## src/rtl/breakout_pkg.sv

```systemverilog
// Shared constants and types for the breakout game pixel pipeline.
package breakout_pkg;

    localparam int H_ACT_START = 144;
    localparam int V_ACT_START = 31;
    localparam int H_ACT       = 640;
    localparam int V_ACT       = 480;

    localparam logic [7:0] COL_BALL   = 8'hFF;
    localparam logic [7:0] COL_PADDLE = 8'h1F;
    localparam logic [7:0] COL_BG     = 8'h00;

    typedef enum logic {SERVE, PLAY} game_state_t;

endpackage

```

## src/rtl/frame_tick.sv

```systemverilog
// Produces a single-clock tick when the timing counters first reach the frame origin.
module frame_tick (
    input  logic       clk,
    input  logic       reset,
    input  logic [9:0] hc,
    input  logic [9:0] vc,
    output logic       tick
);

    logic at_origin;
    logic at_origin_q;

    assign at_origin = (hc == 10'd0) && (vc == 10'd0);
    assign tick      = at_origin & ~at_origin_q;

    // Remember whether the previous clock was already at the origin; starting at 1
    // means a reset held at the origin never produces a spurious tick.
    always_ff @(posedge clk) begin
        if (reset) at_origin_q <= 1'b1;
        else       at_origin_q <= at_origin;
    end

endmodule

```

## src/rtl/ball_paddle_render.sv

```systemverilog
// Breakout game core: per-frame ball/paddle update plus registered pixel rendering.
module ball_paddle_render
    import breakout_pkg::*;
#(
    parameter int BALL_SIZE    = 8,
    parameter int PADDLE_W     = 64,
    parameter int PADDLE_H     = 8,
    parameter int PADDLE_Y     = 456,
    parameter int BALL_STEP    = 2,
    parameter int PADDLE_STEP  = 4,
    parameter int SERVE_FRAMES = 60
) (
    input  logic       clk,
    input  logic       reset,
    input  logic [9:0] hc,
    input  logic [9:0] vc,
    input  logic       btn_left,
    input  logic       btn_right,
    output logic [7:0] rgb,
    output logic [9:0] ball_x,
    output logic [9:0] ball_y,
    output logic       miss
);

    localparam int CNT_W = (SERVE_FRAMES > 1) ? $clog2(SERVE_FRAMES) : 1;
    localparam logic [CNT_W-1:0] SERVE_LAST = CNT_W'(SERVE_FRAMES - 1);

    localparam logic [9:0] BALL_X0   = 10'(H_ACT / 2 - BALL_SIZE / 2);
    localparam logic [9:0] BALL_Y0   = 10'(V_ACT / 2 - BALL_SIZE / 2);
    localparam logic [9:0] PADDLE_X0 = 10'(H_ACT / 2 - PADDLE_W / 2);
    localparam logic [9:0] BSZ       = 10'(BALL_SIZE);
    localparam logic [9:0] BSTEP     = 10'(BALL_STEP);
    localparam logic [9:0] PSTEP     = 10'(PADDLE_STEP);
    localparam logic [9:0] PW        = 10'(PADDLE_W);
    localparam logic [9:0] PTOP      = 10'(PADDLE_Y);
    localparam logic [9:0] PBOT      = 10'(PADDLE_Y + PADDLE_H);
    localparam logic [9:0] X_MAX     = 10'(H_ACT - BALL_SIZE);
    localparam logic [9:0] Y_MAX     = 10'(V_ACT - BALL_SIZE);
    localparam logic [9:0] Y_HIT     = 10'(PADDLE_Y - BALL_SIZE);
    localparam logic [9:0] P_MAX     = 10'(H_ACT - PADDLE_W);
    localparam logic [9:0] P_RCLAMP  = 10'(H_ACT - PADDLE_W - PADDLE_STEP);
    localparam logic [9:0] HS        = 10'(H_ACT_START);
    localparam logic [9:0] HE        = 10'(H_ACT_START + H_ACT);
    localparam logic [9:0] VS        = 10'(V_ACT_START);
    localparam logic [9:0] VE        = 10'(V_ACT_START + V_ACT);

    game_state_t      state, state_n;
    logic [CNT_W-1:0] serve_cnt, serve_cnt_n;
    logic [9:0]       ball_x_n, ball_y_n;
    logic             vx, vx_n;
    logic             vy, vy_n;
    logic [9:0]       paddle_x, paddle_x_n;
    logic             miss_n;
    logic             tick;

    logic [9:0] px, py;
    logic       in_active, in_ball, in_paddle;
    logic [7:0] rgb_n;

    frame_tick u_frame_tick (
        .clk   (clk),
        .reset (reset),
        .hc    (hc),
        .vc    (vc),
        .tick  (tick)
    );

    // Game state register; vx/vy are 1 for right/down and 0 for left/up.
    always_ff @(posedge clk) begin
        if (reset) begin
            state     <= SERVE;
            serve_cnt <= '0;
            ball_x    <= BALL_X0;
            ball_y    <= BALL_Y0;
            vx        <= 1'b1;
            vy        <= 1'b0;
            paddle_x  <= PADDLE_X0;
            miss      <= 1'b0;
        end else begin
            state     <= state_n;
            serve_cnt <= serve_cnt_n;
            ball_x    <= ball_x_n;
            ball_y    <= ball_y_n;
            vx        <= vx_n;
            vy        <= vy_n;
            paddle_x  <= paddle_x_n;
            miss      <= miss_n;
        end
    end

    // Next-state logic: everything holds except on the frame tick, where the paddle,
    // serve countdown and ball physics advance; bounds are compared before stepping.
    always_comb begin
        state_n     = state;
        serve_cnt_n = serve_cnt;
        ball_x_n    = ball_x;
        ball_y_n    = ball_y;
        vx_n        = vx;
        vy_n        = vy;
        paddle_x_n  = paddle_x;
        miss_n      = 1'b0;

        if (tick) begin
            if (btn_left && !btn_right) begin
                if (paddle_x < PSTEP) paddle_x_n = '0;
                else                  paddle_x_n = paddle_x - PSTEP;
            end else if (btn_right && !btn_left) begin
                if (paddle_x >= P_RCLAMP) paddle_x_n = P_MAX;
                else                      paddle_x_n = paddle_x + PSTEP;
            end

            case (state)
                SERVE: begin
                    ball_x_n = BALL_X0;
                    ball_y_n = BALL_Y0;
                    vx_n     = 1'b1;
                    vy_n     = 1'b0;
                    if (serve_cnt == SERVE_LAST) begin
                        state_n     = PLAY;
                        serve_cnt_n = '0;
                    end else begin
                        serve_cnt_n = serve_cnt + CNT_W'(1);
                    end
                end
                PLAY: begin
                    if (vx) begin
                        if (ball_x + BSTEP >= X_MAX) begin
                            ball_x_n = X_MAX;
                            vx_n     = 1'b0;
                        end else begin
                            ball_x_n = ball_x + BSTEP;
                        end
                    end else begin
                        if (ball_x < BSTEP) begin
                            ball_x_n = '0;
                            vx_n     = 1'b1;
                        end else begin
                            ball_x_n = ball_x - BSTEP;
                        end
                    end

                    if (!vy) begin
                        if (ball_y < BSTEP) begin
                            ball_y_n = '0;
                            vy_n     = 1'b1;
                        end else begin
                            ball_y_n = ball_y - BSTEP;
                        end
                    end else if ((ball_y + BSZ + BSTEP >= PTOP) &&
                                 (ball_x + BSZ > paddle_x) && (ball_x < paddle_x + PW)) begin
                        ball_y_n = Y_HIT;
                        vy_n     = 1'b0;
                    end else if (ball_y + BSTEP >= Y_MAX) begin
                        miss_n      = 1'b1;
                        state_n     = SERVE;
                        serve_cnt_n = '0;
                        ball_x_n    = BALL_X0;
                        ball_y_n    = BALL_Y0;
                        vx_n        = 1'b1;
                        vy_n        = 1'b0;
                    end else begin
                        ball_y_n = ball_y + BSTEP;
                    end
                end
                default: state_n = SERVE;
            endcase
        end
    end

    // Pixel classification for the current counters; ball wins over paddle.
    always_comb begin
        px        = hc - HS;
        py        = vc - VS;
        in_active = (hc >= HS) && (hc < HE) && (vc >= VS) && (vc < VE);
        in_ball   = (px >= ball_x) && (px < ball_x + BSZ) &&
                    (py >= ball_y) && (py < ball_y + BSZ);
        in_paddle = (px >= paddle_x) && (px < paddle_x + PW) &&
                    (py >= PTOP) && (py < PBOT);
        rgb_n     = COL_BG;
        if (!in_active)     rgb_n = 8'h00;
        else if (in_ball)   rgb_n = COL_BALL;
        else if (in_paddle) rgb_n = COL_PADDLE;
    end

    // Registered pixel output, one clock behind hc/vc.
    always_ff @(posedge clk) begin
        if (reset) rgb <= 8'h00;
        else       rgb <= rgb_n;
    end

endmodule

```

## config.mk

```make
export PLATFORM = sky130hd
export DESIGN_NAME = ball_paddle_render
export DESIGN_NICKNAME = d
export VERILOG_FILES = /design/src/rtl/breakout_pkg.sv /design/src/rtl/frame_tick.sv /design/src/rtl/ball_paddle_render.sv
export SDC_FILE = /design/constraint.sdc
export NUM_CORES = 1
export LEC_CHECK = 0
export ABC_AREA = 1
export CORE_MARGIN = 8
export CORE_UTILIZATION = 45
export DETAILED_ROUTE_END_ITERATION = 8
export PLACE_DENSITY_LB_ADDON = 0.05
export SLEW_MARGIN = 20
export SYNTH_ARGS = -nofsm -noshare
export SYNTH_HDL_FRONTEND = slang
export SYNTH_SLANG_ARGS = --single-unit
```

## constraint.sdc

```tcl
create_clock -name clk -period 4.59 [get_ports clk]
set_input_delay 1.1475 -clock clk [delete_from_list [all_inputs] [get_ports clk]]
set_output_delay 1.1475 -clock clk [all_outputs]
set_load 0.01 [all_outputs]
```

# After elaboration in Yosys (flattened, before gate mapping)
# Index checks and enable logic that the tools add are counted.
[op_classes]
addsub = 13
n_lt_le_gt_ge = 21
eq_ne = 4
muxes = 40
bitwise = 6
reduce_logical = 23
[ops]
columns = ["cell", "count"]
rows = [
  ["$mux 10", 14],
  ["$lt 10x10->1", 4],
  ["$pmux 10 s2", 2],
  ["$add 10x2->10 const B", 3],
  ["$ge 10x10->1", 3],
  ["$ge 10x9->1 const B", 3],
  ["$mux 6", 4],
  ["$add 10x4->10 const B", 2],
  ["$ge 10x10->1 const B", 2],
  ["$logic_not 10->1", 2],
  ["$lt 10x2->1 const B", 2],
  ["$lt 10x9->1 const B", 2],
  ["$sub 10x2->10 const B", 2],
  ["$logic_and 1x1->1", 14],
  ["$mux 1", 14],
  ["$pmux 6 s2", 1],
  ["$add 10x3->10 const B", 1],
  ["$add 10x7->10 const B", 1],
  ["$ge 10x5->1 const B", 1],
  ["$ge 10x8->1 const B", 1],
  ["$gt 10x10->1", 1],
  ["$lt 10x10->1 const B", 1],
  ["$lt 10x3->1 const B", 1],
  ["$sub 10x3->10 const B", 1],
  ["other kinds (17)", 25],
]
[totals]
ff_bits = 49
input_bits = 24
out_inout_bits = 29
word_cells = 117

# Logic depth before layout (Yosys ltp)
[depth]
depth_word = 8
ltp_mapped = 20

# By module
# A second synthesis with hierarchy kept.
[hier_totals]
hier_cells = 782
hier_area_um2 = 5109.9
[modules_own_cells]
columns = ["mod", "n_inst", "cells_per_inst", "area_each_um2", "seq_area_each_um2"]
rows = [
  ["ball_paddle_render", 1, 760, 4994.8, 780.7],
  ["frame_tick", 1, 22, 115.1, 20.0],
]

# Worst setup path after synthesis
# Ideal clock, no wire load.
[synth_timing]
path_kind = "in2reg"
start = "in hc[4]"
end = "reg rgb[4]"
arrival_ns = 2.904
required_time_ns = 4.475
slack_ns = 1.571
cell_stages = 13
path_buffers = 0
cell_sequence = "inv_1 -> ha_1 -> a21oi_1 -> xnor2_1 -> ha_1 -> nand2_1 -> nor3_1 -> nand2_1 -> nor2_1 -> a2111oi_0 -> nor2_1 -> nand3_1 -> nand2_1"
[synth_via]
elab_chain_len = 7
word_cells_on_any_way = 20
classes_between = "add/sub: 1; order compare: 6; mux: 2; bitwise: 1; reduce/logical: 10"
[synth_lines]
columns = ["item", "line_no", "rtl"]
rows = [
  ["start, declared", "ball_paddle_render.sv:15", "input logic [9:0] hc,"],
  ["$sub 10x8->10", "ball_paddle_render.sv:172", "px = hc - HS;"],
  ["$ge 10x10->1 / $lt 10x10->1 (equally long branches)", "ball_paddle_render.sv:177", "in_paddle = (px >= paddle_x) && (px < paddle_x + PW) &&"],
  ["$logic_and 1x1->1 (2 in series)", "ball_paddle_render.sv:177", ""],
  ["$logic_and 1x1->1", "ball_paddle_render.sv:178", "(py >= PTOP) && (py < PBOT);"],
  ["$mux 5", "ball_paddle_render.sv:182", "else if (in_paddle) rgb_n = COL_PADDLE;"],
  ["$mux 8", "ball_paddle_render.sv:181", "else if (in_ball) rgb_n = COL_BALL;"],
  ["end signal, assigned", "ball_paddle_render.sv:188", "else rgb <= rgb_n;"],
  ["end, declared", "ball_paddle_render.sv:19", "output logic [7:0] rgb,"],
]
# Several ways; a longest one is shown, not always the timed one.
# A chain may end at the register's enable or synchronous reset.

# Final worst setup path
# Ends and elaborated chain as after synthesis.

==> run metrics <==
status=completed; # Max-Cap Violations=0; Setup crit start kind=primary input; register area share after synthesis=0.154; Num CTS Buffers=5; post-CTS setup buffer count=0; Pre-antenna DRT Iters=5; final wirelength=~15000 um; Overall Global Routing Usage=0.202; WP buf/inv=2; Post-Syn Nets=919; most frequent CP cell=nand2_1; Leak=2.90 nW; Fmax=0.271 GHz; Crit path required time=4790 ps; crit-path cells=clkdlybuf4s50_1 > inv_1 > ha_1 > a21oi_1 > xnor2_1 > ha_1 > nand2_1 > nor3_1 > nand2_1 > nor2_1 > a2111oi_0 > nor2_1 > nand3_1 > nand2_1; syn_area_per_cell=6.37 um^2; Final Slew Violations=0; crit end category=flop; Yosys top cell by area=ha_1; initial antenna violation count=0; Crit Path Max Fanout=6; Area Growth Syn to Fin=14.9%; CTS tree=done; CTS hold repair buffers=0; Total Power=just over 0.0009 W; final net count=959; largest net degree at the start of global routing=17; final setup vio count=0; commonest cells in the netlist=nand2_1 (183), inv_1 (117), ha_1 (80); routed len/inst=15.1 um; number of fill cells in the layout=1154; #FFs+latches synth=40; n_diodes=0; worst r2r src=ball_x[3]; worst clock skew=14.7 ps; clk sink count=40; CP max-delay cell=clkdlybuf4s50_1; initial core utilization=0.459; cell with the most instances after synthesis=nand2_1; DR vias=5307; core area=11300 um^2; Hold Crit Class=flop to flop; GP Congestion=0.900; Longest Clk Path Bufs=2; fin crit period=3690 ps; share of post-route cells with drive strength above 1=0.0502; clock latency on the worst-skew pair=approximately 300 ps; total gr overflow=0; CTS root buf=clkbuf_16; Post-synth top flop=dfxtp_1; top post-synthesis cells by area=ha_1 (19%), dfxtp_1 (15%), nand2_1 (13%), inv_1 (8.5%), nand3_1 (6.7%); chip height=123 um; Post-route DRC=0; Fin. Hold Viols=0; htree depth=2; HP Start=serve_cnt[1]; CP startpoint=hc[4]; dpl hpwl=12000 um; Worst-Margin Slew=512 ps; initial DRC count=327; vias in the first global route=approximately 5000; Max-slew headroom=0.650; # rows=39; number of synthesized flops with an enable pin=0; number of I/O port buffers=51; Syn Std Cell Area=5190 um^2; VDD IR max=140 uV; full die area=approximately 15000 um^2; crit-path leading delay family=compound AO/OA/AOI/OAI gates; WP data arrival=3890 ps; first-pass GRT wire length=about 25000 um; ys async rst share=0; Final Cycle Share=0.804; count of cell types in the netlist=46; Power Dens Cells=155 nW/um^2; antenna viol nets, final=0; yosys warns=0; Synth top area share=0.193; I/O pin total=53; CTS clk-pin slew, worst paths=approximately 80 ps; WS Path Type=primary input to flop; WHS=between 400 and 500 ps; vias per inst=5.31; CP peak stage delay=between 400 and 500 ps; post-cts resize count=0; Mapped Cells=815; setup total negative slack=0 ps; Die W=123 um; RSZ-0062 raised after global routing=no
[layout by cell type (no fill, tap or decap), drive strengths merged, types with 17 or more instances in the layout]
cell / netlist / layout
xor2: 40 / 40
clkdlybuf4s50: 0 / 51
nand4: 17 / 17
nand2: 190 / 190
nand3: 71 / 71
a21oi: 55 / 55
inv: 123 / 124
dfxtp: 40 / 40
ha: 80 / 80
o21ai: 42 / 42
nor2: 74 / 74
[logic make-up (layout without fill, tap and decap cells)]
| family | Yosys count | count (layout) | synth area share |
|---|---|---|---|
| compound gates | 123 | 123 | 0.131 |
| xor+xnor | 44 | 44 | 0.0756 |
| fa+ha+maj | 80 | 80 | 0.193 |
| buf+inv | 149 | 190 | 0.115 |
| flops | 40 | 40 | 0.154 |
| other cells | 1 | 1 | 0.000722 |
| simple gates | 378 | 378 | 0.330 |
[metal layers]
metal / vias to the layer above / routed length (um) / part of all wire / GRT usage
li1: 2752 / - / - / -
met1: 2404 / 7190 / 0.48 / 0.265
met2: 135 / 7030 / 0.47 / 0.344
met3: 16 / 663 / 0.044 / 0.0224
met4: 0 / 220 / 0.015 / 0.0519
met5: - / 0 / 0 / 0
[worst register-to-register path: stages, from the launching register on]
cell and delay [ps]:
dfxtp_1 620, ha_1 300, nand3_1 140, nor2_1 130, nand2_1 70, xor2_1 240
inv_1 80, ha_1 290, nand2_1 90, nor2_1 160, nand4_1 90, nand3_1 100
nand2_1 100, nor2_4 130, nand3_4 140, nand2_4 130, nand2_4 110, nand2_1 210
nand4_1 110
[cell type report]
type	count	area [um^2]	share of cell area
repair buffers	56	548	0.0919
clock inverters	3	46.3	0.00776
inverters	126	473	0.0793
multi-input cells	626	3790	0.636
well taps	143	179	0.0300
clock buffers	5	125	0.0210
flip-flops and latches	40	801	0.134
[through the flow]
step | utilization | std cells | setup WS [ps] | area [um^2]
2_1_floorplan | - | 815 | 1570 | 5190
3_3_place_gp | 0.512 | 991 | 823 | 5790
3_5_place_dp | 0.512 | 991 | 624 | 5790
4_1_cts | 0.527 | 999 | 941 | 5970
5_1_grt | 0.527 | 999 | 666 | 5970
6_report | 0.527 | 999 | 899 | 5970
[registers in the layout (all words and copies together) (netlist names)]
name / count
ball_y: 9
state: 1
u_frame_tick.at_origin_q: 1
vy: 1
miss: 1
vx: 1
rgb: 2
paddle_x: 8
ball_x: 10
serve_cnt: 6
[final timing paths]
kind                                endpoint  slack, ps  cells past startpoint
worst max-delay path                  rgb[4]        900                     14
worst min-delay path            serve_cnt[1]        500                      2
worst max register to register     ball_x[3]       1230                     18
worst min register to register  serve_cnt[1]        500                      2
[where the power goes]
part           total, W  internal, W  switching, W
Sequential     0.000348     0.000348   0.000000346
Clock          0.000424     0.000259      0.000165
Combinational  0.000152    0.0000638     0.0000883
Power figures use the tool's default switching activity.
